**src/rtl/sdmac_pkg.sv**
```systemverilog
// Shared types and constants for the SDMAC bus arbiter.
// Holds the arbiter FSM state encoding, the default tenure/hold-off
// limits, the grant timeout length and the DMA "need bus" equation.
package sdmac_pkg;

   typedef enum logic [2:0] {
      ST_IDLE,
      ST_REQ,
      ST_WAITBUS,
      ST_OWN,
      ST_CYCLE,
      ST_RELEASE,
      ST_HOLDOFF
   } arb_state_t;

   localparam int DEF_MAX_TENURE   = 8;
   localparam int DEF_HOLDOFF_CLKS = 2;
   localparam int TIMEOUT_CLKS     = 255;

   // Writes need data in the FIFO and either a full FIFO or a flush;
   // reads need room in the FIFO.
   function automatic logic dma_need(input logic ena,
                                     input logic dir,
                                     input logic full,
                                     input logic empty,
                                     input logic flush);
      return ena & (dir ? (~empty & (full | flush)) : ~full);
   endfunction

endpackage

```
**src/rtl/arb_timeout.sv**
```systemverilog
// Grant timeout counter for the DMA bus arbiter.
// Counts clocks while run is high, clears as soon as run drops, and
// flags expiry once TIMEOUT_CLKS clocks have been spent waiting.
module arb_timeout
   import sdmac_pkg::*;
(
   input  logic clk,
   input  logic srst,
   input  logic run,
   output logic expired
);

   logic [7:0] cnt_reg;

   // Wait counter: saturates at the timeout value so it never wraps.
   always_ff @(posedge clk) begin
      if (srst || !run) begin
         cnt_reg <= 8'd0;
      end else if (cnt_reg != 8'(TIMEOUT_CLKS)) begin
         cnt_reg <= cnt_reg + 8'd1;
      end
   end

   assign expired = run & (cnt_reg == 8'(TIMEOUT_CLKS));

endmodule

```
**src/rtl/dma_bus_arb.sv**
```systemverilog
// DMA bus arbiter: requests the CPU bus when the FIFO needs service,
// runs up to MAX_TENURE DMA cycles per tenure, then releases the bus and
// waits HOLDOFF_CLKS idle clocks before it may request again.
// Optional feature: define BUS_TIMEOUT_EN to abandon a request that is
// not granted within TIMEOUT_CLKS clocks and raise the sticky ARBERR.
// All outputs are registered and computed from the next state, so the
// bus handshake signals change together on the state transition edge.
module dma_bus_arb
   import sdmac_pkg::*;
#(
   parameter int MAX_TENURE   = DEF_MAX_TENURE,
   parameter int HOLDOFF_CLKS = DEF_HOLDOFF_CLKS
)(
   input  logic CLK45,
   input  logic RST,
   input  logic DMAENA,
   input  logic DMADIR,
   input  logic FIFOFULL,
   input  logic FIFOEMPTY,
   input  logic FLUSHFIFO,
   input  logic BGRANT_,
   input  logic AS_,
   input  logic BGACKI_,
   input  logic CYCLEDONE,
   output logic BREQ_,
   output logic BGACK_,
   output logic BUSOWN,
   output logic STARTCYC,
   output logic ARBERR
);

   arb_state_t state_reg, state_next;
   logic [3:0] tenure_reg;
   logic [2:0] hold_reg;

   logic breq_n_reg,   breq_n_next;
   logic bgack_n_reg,  bgack_n_next;
   logic busown_reg,   busown_next;
   logic startcyc_reg, startcyc_next;
   logic arberr_reg,   arberr_next;

   logic need;
   logic timeout_hit;

   assign need = dma_need(DMAENA, DMADIR, FIFOFULL, FIFOEMPTY, FLUSHFIFO);

`ifdef BUS_TIMEOUT_EN
   logic run_timer;

   assign run_timer = (state_reg == ST_REQ) || (state_reg == ST_WAITBUS);

   arb_timeout u_timeout (
      .clk     (CLK45),
      .srst    (RST),
      .run     (run_timer),
      .expired (timeout_hit)
   );
`else
   assign timeout_hit = 1'b0;
`endif

   // State register plus the tenure and hold-off counters it depends on.
   always_ff @(posedge CLK45) begin
      if (RST) begin
         state_reg  <= ST_IDLE;
         tenure_reg <= 4'd0;
         hold_reg   <= 3'd0;
      end else begin
         state_reg <= state_next;

         if (state_reg == ST_IDLE) begin
            tenure_reg <= 4'd0;
         end else if (state_reg == ST_CYCLE && CYCLEDONE && tenure_reg != 4'hF) begin
            tenure_reg <= tenure_reg + 4'd1;
         end

         if (state_reg == ST_HOLDOFF) begin
            hold_reg <= hold_reg + 3'd1;
         end else begin
            hold_reg <= 3'd0;
         end
      end
   end

   // Next-state logic for the request / own / release sequence.
   always_comb begin
      state_next = state_reg;
      case (state_reg)
         ST_IDLE: begin
            if (need && !arberr_reg) state_next = ST_REQ;
         end
         ST_REQ: begin
            if (timeout_hit)   state_next = ST_IDLE;
            else if (!BGRANT_) state_next = ST_WAITBUS;
            else if (!need)    state_next = ST_IDLE;
         end
         ST_WAITBUS: begin
            if (timeout_hit)          state_next = ST_IDLE;
            else if (AS_ && BGACKI_)  state_next = ST_OWN;
         end
         ST_OWN: begin
            // A cycle that ended together with a need drop lands here and
            // leaves without starting another cycle.
            if (need && tenure_reg < 4'(MAX_TENURE)) state_next = ST_CYCLE;
            else                                      state_next = ST_RELEASE;
         end
         ST_CYCLE: begin
            // A running cycle is never aborted; need is re-examined in OWN.
            if (CYCLEDONE) state_next = ST_OWN;
         end
         ST_RELEASE: begin
            state_next = ST_HOLDOFF;
         end
         ST_HOLDOFF: begin
            if (hold_reg == 3'(HOLDOFF_CLKS - 1)) state_next = ST_IDLE;
         end
         default: begin
            state_next = ST_IDLE;
         end
      endcase
   end

   // Output decode from the next state so the registered outputs track it.
   always_comb begin
      breq_n_next   = !(state_next == ST_REQ || state_next == ST_WAITBUS);
      busown_next   = (state_next == ST_OWN) || (state_next == ST_CYCLE) ||
                      (state_next == ST_RELEASE);
      bgack_n_next  = !busown_next;
      startcyc_next = (state_reg == ST_OWN) && (state_next == ST_CYCLE);
`ifdef BUS_TIMEOUT_EN
      if (!DMAENA)          arberr_next = 1'b0;
      else if (timeout_hit) arberr_next = 1'b1;
      else                  arberr_next = arberr_reg;
`else
      arberr_next   = 1'b0;
`endif
   end

   // Output registers; reset drops the bus at once, even mid-cycle.
   always_ff @(posedge CLK45) begin
      if (RST) begin
         breq_n_reg   <= 1'b1;
         bgack_n_reg  <= 1'b1;
         busown_reg   <= 1'b0;
         startcyc_reg <= 1'b0;
         arberr_reg   <= 1'b0;
      end else begin
         breq_n_reg   <= breq_n_next;
         bgack_n_reg  <= bgack_n_next;
         busown_reg   <= busown_next;
         startcyc_reg <= startcyc_next;
         arberr_reg   <= arberr_next;
      end
   end

   assign BREQ_    = breq_n_reg;
   assign BGACK_   = bgack_n_reg;
   assign BUSOWN   = busown_reg;
   assign STARTCYC = startcyc_reg;
   assign ARBERR   = arberr_reg;

endmodule

```
**config.mk**
```make
export PLATFORM = sky130hd
export DESIGN_NAME = dma_bus_arb
export DESIGN_NICKNAME = d
export VERILOG_FILES = /design/src/rtl/sdmac_pkg.sv /design/src/rtl/arb_timeout.sv /design/src/rtl/dma_bus_arb.sv
export SDC_FILE = /design/constraint.sdc
export NUM_CORES = 1
export LEC_CHECK = 0
export ABC_AREA = 0
export CAP_MARGIN = 40
export CORE_MARGIN = 3
export CORE_UTILIZATION = 44
export DETAILED_ROUTE_END_ITERATION = 16
export HOLD_SLACK_MARGIN = 0.05
export PLACE_DENSITY = 0.83
export SLEW_MARGIN = 25
export SYNTH_ARGS = -nofsm -noshare
export SYNTH_HDL_FRONTEND = slang
export SYNTH_SLANG_ARGS = --single-unit
```
**constraint.sdc**
```tcl
create_clock -name CLK45 -period 1.7 [get_ports CLK45]
set_clock_uncertainty 0.15 [all_clocks]
set_input_delay 0.255 -clock CLK45 [delete_from_list [all_inputs] [get_ports CLK45]]
set_output_delay 0.255 -clock CLK45 [all_outputs]
set_load 0.02 [all_outputs]
```
After elaboration in Yosys (flattened, before gate mapping)

Cells that the tools add are included.

Register bits after elaboration: 14
Output and inout bits: 5
Logic and storage cells: 51

Order comparisons: 1
Muxes and demuxes: 9
Bitwise logic cells: 6
Add/sub/neg operators: 2
Eq/ne operators: 13
Reduce and logical (&&, ||, !) cells: 13

Operators with widths:

| kind                  | number |
|---|---|
| $pmux W3 S7           | 1 |
| $mux W3               | 6 |
| $eq A3 B3 Y1 const B  | 5 |
| $eq A3 B2 Y1 const B  | 4 |
| $eq A3 B1 Y1 const B  | 3 |
| $logic_and A1 B1 Y1   | 5 |
| $add A4 B1 Y4 const B | 1 |
| $lt A4 B4 Y1 const B  | 1 |
| $ne A4 B4 Y1 const B  | 1 |
| $reduce_or A2 Y1      | 2 |
| $add A3 B1 Y3 const B | 1 |
| $logic_not A3 Y1      | 1 |
| $logic_or A1 B1 Y1    | 3 |
| $not A1 Y1            | 3 |
| $and A1 B1 Y1         | 2 |
| $logic_not A1 Y1      | 2 |
| $mux W1               | 2 |
| $or A1 B1 Y1          | 1 |

Logic depth before layout (Yosys ltp)

Gate-level depths: netlist (run 1).

Depth after elaboration: 11
Mapped depth: 7

Least setup slack after synthesis (run 1)

OpenSTA, ideal clock, no wires.

Path type: register to register
From: reg tenure_reg[0]
To: reg tenure_reg[3]
Period minus slack after synthesis: 1.396 ns
Arrival time: 1.176 ns
Required time: 1.480 ns
Buffers on the path: 0
Setup slack: 0.304 ns
Stages on the path, launching flop included: 6
Cell sequence: dfxtp_1 > ha_1 > nand3_1 > nand2_2 > or3_1 > a21oi_1

Word-level cells in the longest chain between the ends: 2
Elaborated cells between the ends (all ways): 3
Those cells by class: 1 x add/sub; 1 x eq/ne; 1 x reduce/logical

RTL lines:

| what                                                                  | line              | text |
|---|---|---|
| start, declared                                                       | dma_bus_arb.sv:33 | `logic [3:0] tenure_reg;` |
| start signal, assigned                                                | dma_bus_arb.sv:74 | `tenure_reg <= tenure_reg + 4'd1;` |
| parallel branches: the longest is 2 deep, another holds $add A4 B1 Y4 | --                |  |

Parallel ways; which one is timed is not known.
A chain may end at the register's enable or synchronous reset.

Worst setup path in the final report (run 1)

From: reg busown_reg (netlist: BUSOWN)
To: out BUSOWN

RTL lines:

| what                   | line               | text |
|---|---|---|
| start, declared        | dma_bus_arb.sv:38  | `logic busown_reg, busown_next;` |
| start signal, assigned | dma_bus_arb.sv:150 | `busown_reg <= busown_next;` |
| end, declared          | dma_bus_arb.sv:27  | `output logic BUSOWN,` |

No word-level cell between the ends.

==> reports/qor.csv, run 1 <==
metric;value;unit
core area;1399;um2
Clock Tree Buf Depth;2;
cell with the most instances after synthesis;dfxtp_1;
r2r startpoint;state_reg[0];
Clock power frac;34.7;%
RR Endpoint;BREQ_;
share of layout cells above drive strength 1;13.46;%
Final Cycle Share;94.64;%
drc violations;0;
all-layer global routing usage;16.33;%
YS warnings;0;
total grt overflow;0;
worst skew pair latency;270;ps
synthesized flop and latch total;14;
die width;45.98;um
Final Critical Period;1609;ps
Setup CP Type;register to output pin;
first-pass detailed-route iteration total;4;
Post-DP HPWL;1132;um
placed cell count;115;
area of the die;2114;um2
MaxCap Viol Count;0;
WL per Instance;12.62;um
reg2reg setup slack;170;ps
first-pass GRT wire length;2408;um
CP bufs+invs;1;
Cell Area, Synth;703.2;um2
final net count;119;
die height;45.98;um
family with the most delay on the worst path;buffers and inverters;
sequential fraction of the synthesis area;39.86;%
Final Max Slew Viols;0;
max reg flops;4;
largest area contributor in the netlist;dfxtp_1;
Area contributors post-synth;dfxtp_1, nor2_1, ha_1;
Placer Congestion;0.7530;
fmax;0.6216;GHz
CP endpoint kind;output pin;
io pins;16;
peak per-stage delay on the critical path;610;ps
Post-Syn Area per Cell;8.273;um2
routed wire length;1502;um
Detail Route Antenna Nets;0;
Setup WS pre-CTS;-46.14;ps
Startpoint Class;register;
H-tree levels;1;
Post-synth top cells;dfxtp_1, nor2_1, a21oi_1, inv_1, nand3_1;
R2R depth;4;
Starting Density;50.27;%
Critical Path End;BUSOWN;
hold_buf cts;0;
number of synthesized flops with an enable pin;0;
Seq pwr share;52.2;%
TritonCTS sink count;14;
critical-path maximum fanout;1;
CP cell instances;clkdlybuf4s50_1;
cells after synthesis;85;
placed cell area;882.1;um2
WP data arrival;1200;ps
antenna violations before repair;0;
Comb pwr share;13.1;%
CTS buffer count;3;
top cell type's share of synthesized area;39.86;%
Worst IR Drop VDD;0.0004656;V
DR vias/cell;5.521;
outcome;complete, no violations;
cell count along the critical path;1;
Slowest cell on crit path;clkdlybuf4s50_1;
# diodes;0;
fin worst setup slack;91.15;ps
number of global-route vias before repair;578;
port bufs;14;
FFs w/ async S/R, synth;0;%
Main synth FF type;dfxtp_1;
Syn Nets;99;
leak pwr;0.3579;nW
CTS root buf;clkbuf_4;
worst endpoint required time;1290;ps
CTS tree;built;
largest net degree at the start of global routing;17;
Iter 0 DRT Violations;23;
P per Cell Area;732.7;nW/um2
area grow syn2layout;30.78;%
final std cells w/o fill;119;
post-CTS sizing;0;
Setup Fix Bufs, Post-CTS;0;
total number of vias;657;
Sw Share;23.47;%
P_int;0.5157;mW
# rows;13;
synth unique cells;34;
Fin. Hold Viols;0;
Reg clk slew, reported paths;80;ps
HP Class;register to register;
Final Core Density;65.74;%
unrepaired setup endpoints after global routing;no;
# setup viols final;0;
Worst Setup SP;BUSOWN;
Psw;0.1581;mW
Design Area, Final;919.6;um2
==> worst min-delay path by stage <==
stage / start / endpoint / slack, ps / depth (start not counted)
6_report: hold_reg[0] / hold_reg[0] / 310 / 1
5_1_grt: hold_reg[0] / hold_reg[0] / 330 / 1
4_1_cts: hold_reg[0] / hold_reg[0] / 320 / 1
3_5_place_dp: hold_reg[0] / hold_reg[0] / 300 / 1
3_3_place_gp: hold_reg[0] / hold_reg[0] / 290 / 1
2_1_floorplan: hold_reg[0] / hold_reg[0] / 270 / 1
==> layer usage <==
metal / part of all wire (%) / track usage [%]
met5: 0 / 0
met4: 3.3 / 13.07
met2: 49 / 24.73
met1: 43 / 19.00
met3: 4.6 / 4.348
==> layout by cell type (no fill, tap or decap), types with 2 or more instances in the layout <==
cell type and instances:
o21ai_1 2, nor2_1 13, clkbuf_4 3, dfxtp_1 13, nand3_1 5, buf_4 6, ha_1 3, nand2_1 4
o21a_1 2, inv_1 5, xor2_1 2, nand2b_1 2, a32oi_1 2, nand2_2 2, clkdlybuf4s50_1 14, o22ai_1 2
a21oi_1 5
==> power by group through the flow <==
stage / clock [mW] / sequential (mW) / combinational (mW)
6_report: 0.234 / 0.352 / 0.0881
5_1_grt: 0.259 / 0.354 / 0.0961
3_5_place_dp: 0 / 0.359 / 0.0874
2_1_floorplan: 0 / 0.354 / 0.0513
4_1_cts: 0.243 / 0.352 / 0.0886
3_3_place_gp: 0 / 0.358 / 0.0858
==> kinds of logic after synthesis <==
logic type / share of synthesized area [%]
adders and majority gates: 5.339
other: 0.5333
xor gates and xnor gates: 3.737
AOI/OAI and AO/OA: 18.15
DFF: 39.86
buffers and inverters: 6.229
and+or+nand+nor: 26.16
==> through the flow <==
step	power, mW	TNS [ps]	hold WS [ps]
after detailed placement	0.4464	-48.96	298.0
after global routing	0.7089	0	330.8
after CTS	0.6827	0	317.6
after floorplan	0.4057	0	271.5
after global placement	0.4440	-16.26	287.2
final	0.6738	0	308.9
==> cell type report <==
type / instances / area [um2]
Clock buffer: 4 / 36.28
Timing Repair Buffer: 20 / 185.2
Multi-Input combinational cell: 61 / 379.1
Fill cell: 123 / 479.2
Sequential cell: 14 / 281.5
Tap cell: 15 / 18.77
Inverter: 5 / 18.77
Note: power is estimated with default switching activity, not from simulation.
==> run 2, diff against run 1 <==
--- a/config.mk
+++ b/config.mk
@@ -6,7 +6,6 @@
 export NUM_CORES = 1
 export LEC_CHECK = 0
 export ABC_AREA = 0
-export CAP_MARGIN = 40
 export CORE_MARGIN = 3
 export CORE_UTILIZATION = 44
 export DETAILED_ROUTE_END_ITERATION = 16
==> results of run 2 <==
No change in the layout: final DEF, timing and power equal those of run 1.
==> run 3, diff against run 2 <==
--- a/config.mk
+++ b/config.mk
@@ -6,8 +6,9 @@
 export NUM_CORES = 1
 export LEC_CHECK = 0
 export ABC_AREA = 0
+export CORE_ASPECT_RATIO = 1.25
 export CORE_MARGIN = 3
-export CORE_UTILIZATION = 44
+export CORE_UTILIZATION = 42
 export DETAILED_ROUTE_END_ITERATION = 16
 export HOLD_SLACK_MARGIN = 0.05
 export PLACE_DENSITY = 0.83
==> constraint.sdc (replaced) <==
create_clock -name CLK45 -period 1.4 [get_ports CLK45]
set_clock_uncertainty 0.15 [all_clocks]
set_input_delay 0.21 -clock CLK45 [delete_from_list [all_inputs] [get_ports CLK45]]
set_output_delay 0.21 -clock CLK45 [all_outputs]
set_load 0.02 [all_outputs]
==> run 3 against run 2 <==
Effect of this change: utilization up 7.4 points; count of clock-buffer cells in the layout down 1; final cell count up 13%; worst setup slack worse by 65 ps; design area up 18%; critical path depth up 5.
==> reports/qor.csv, run 3 (synthesis gave the netlist of run 1 again) <==
metric;value;unit
core area;1483;um2
total number of vias;753;
WL per Instance;13.85;um
antenna violations before repair;0;
grt met2 use;35.79;%
Worst Setup SP;hold_reg[1];
Top Usage Layer GRT;met2;
Slowest cell on crit path;dfxtp_2;
Startpoint Class;register;
CP bufs+invs;1;
Detail Route Antenna Nets;0;
Fin. Hold Viols;0;
drc violations;0;
Setup WS pre-CTS;-347.9;ps
CTS buffer count;3;
Worst IR Drop VDD;0.0005830;V
first-pass GRT wire length;2994;um
hold_buf cts;0;
Critical Path End;BREQ_;
area of the die;2204;um2
CTS root buf;clkbuf_4;
Setup CP Type;register to register;
cell count along the critical path;6;
die width;42.60;um
MaxCap Viol Count;0;
Final Max Slew Viols;0;
largest net degree at the start of global routing;12;
# setup viols final;0;
TritonCTS sink count;14;
fmax;0.7280;GHz
worst endpoint required time;1400;ps
met3 Usage GRT;6.228;%
peak per-stage delay on the critical path;330;ps
Post-DP HPWL;1291;um
Final Cycle Share;98.12;%
fin worst setup slack;26.34;ps
final net count;134;
CTS tree;built;
Reg clk slew, reported paths;80;ps
unrepaired setup endpoints after global routing;yes;
Final Critical Period;1374;ps
Clock Tree Buf Depth;2;
commonest non-fill, non-tap cell in the layout;buf_4;
routed wire length;1870;um
R2R depth;6;
# diodes;0;
die height;51.75;um
H-tree levels;1;
share of layout cells above drive strength 1;37.29;%
RR Endpoint;BREQ_;
number of global-route vias before repair;773;
WP data arrival;1380;ps
total grt overflow;0;
Iter 0 DRT Violations;24;
port bufs;14;
io pins;16;
Starting Density;47.43;%
critical-path maximum fanout;2;
leak pwr;0.4585;nW
max reg flops;4;
# rows;15;
most frequent cells in the layout;buf_4, nor2_1, dfxtp_1;
worst skew pair latency;280;ps
r2r startpoint;hold_reg[1];
Placer Congestion;0.8193;
P per Cell Area;739.1;nW/um2
HP Class;register to register;
family with the most delay on the worst path;compound AO/OA/AOI/OAI gates;
CP endpoint kind;register;
met1 Use GR;15.89;%
area grow syn2layout;54.27;%
outcome;complete, no violations;
CP cell instances;inv_1 > ha_2 > nor2b_4 > o22ai_2 > a22oi_2 > o211ai_1;
first-pass detailed-route iteration total;4;
all-layer global routing usage;18.22;%
worst hold slack;337.3;ps
reg2reg setup slack;30;ps
DR vias/cell;5.578;
[run 3: per-stage QoR]
step                      total power, mW  instance area (um2)  setup TNS [ps]  instances  util [%]
after floorplan                    0.4926                703.2               0         85         -
after global placement             0.5636                967.2           -1438        128     65.23
after detailed placement           0.5686                967.2           -1738        128     65.23
after CTS                          0.7878                 1027               0        132     69.28
after global routing               0.8395                 1085          -118.0        135     73.16
final                              0.8018                 1085               0        135     73.16
[run 3: repair_timing]
action | 4_1_cts | 5_1_grt
buffers inserted | 1 | 3
setup endpoints to repair | 11 | 7
pin swaps | 7 | 8
resized for setup | 17 | 13
[run 3: final cells by class]
class                   count  area [um2]
well taps                  17       21.27
multi-input cells          61       436.7
repair buffers             35       294.0
clock buffers               3       22.52
fillers                   106       397.9
inverters                   5       18.77
flip-flops and latches     14       291.5
[run 3: how the worst min path moves through the flow]
stage	slack, ps	cells after the start	to	start
2_1_floorplan	270	1	hold_reg[0]	hold_reg[0]
3_3_place_gp	310	2	tenure_reg[1]	tenure_reg[1]
3_5_place_dp	340	2	tenure_reg[1]	tenure_reg[1]
4_1_cts	350	2	tenure_reg[1]	tenure_reg[1]
5_1_grt	350	2	tenure_reg[1]	tenure_reg[1]
6_report	340	2	tenure_reg[1]	tenure_reg[1]
[run 3: tightest hold or removal path: stages (launching register included)]
cell	delay, ps
dfxtp_2	340
nand2_1	50
a21oi_1	60
[run 3: report_power, final]
group          internal, mW  switching (mW)
clock network        0.0998           0.124
registers             0.405          0.0123
logic                0.0888          0.0716
[run 3: metal layers]
metal  share of wire, %  up-vias  wire, um
met4                4.1        0        76
li1                   -      360         -
met1                 35      352       651
met5                  0        -         0
met2                 55       29      1033
met3                5.8       12       108
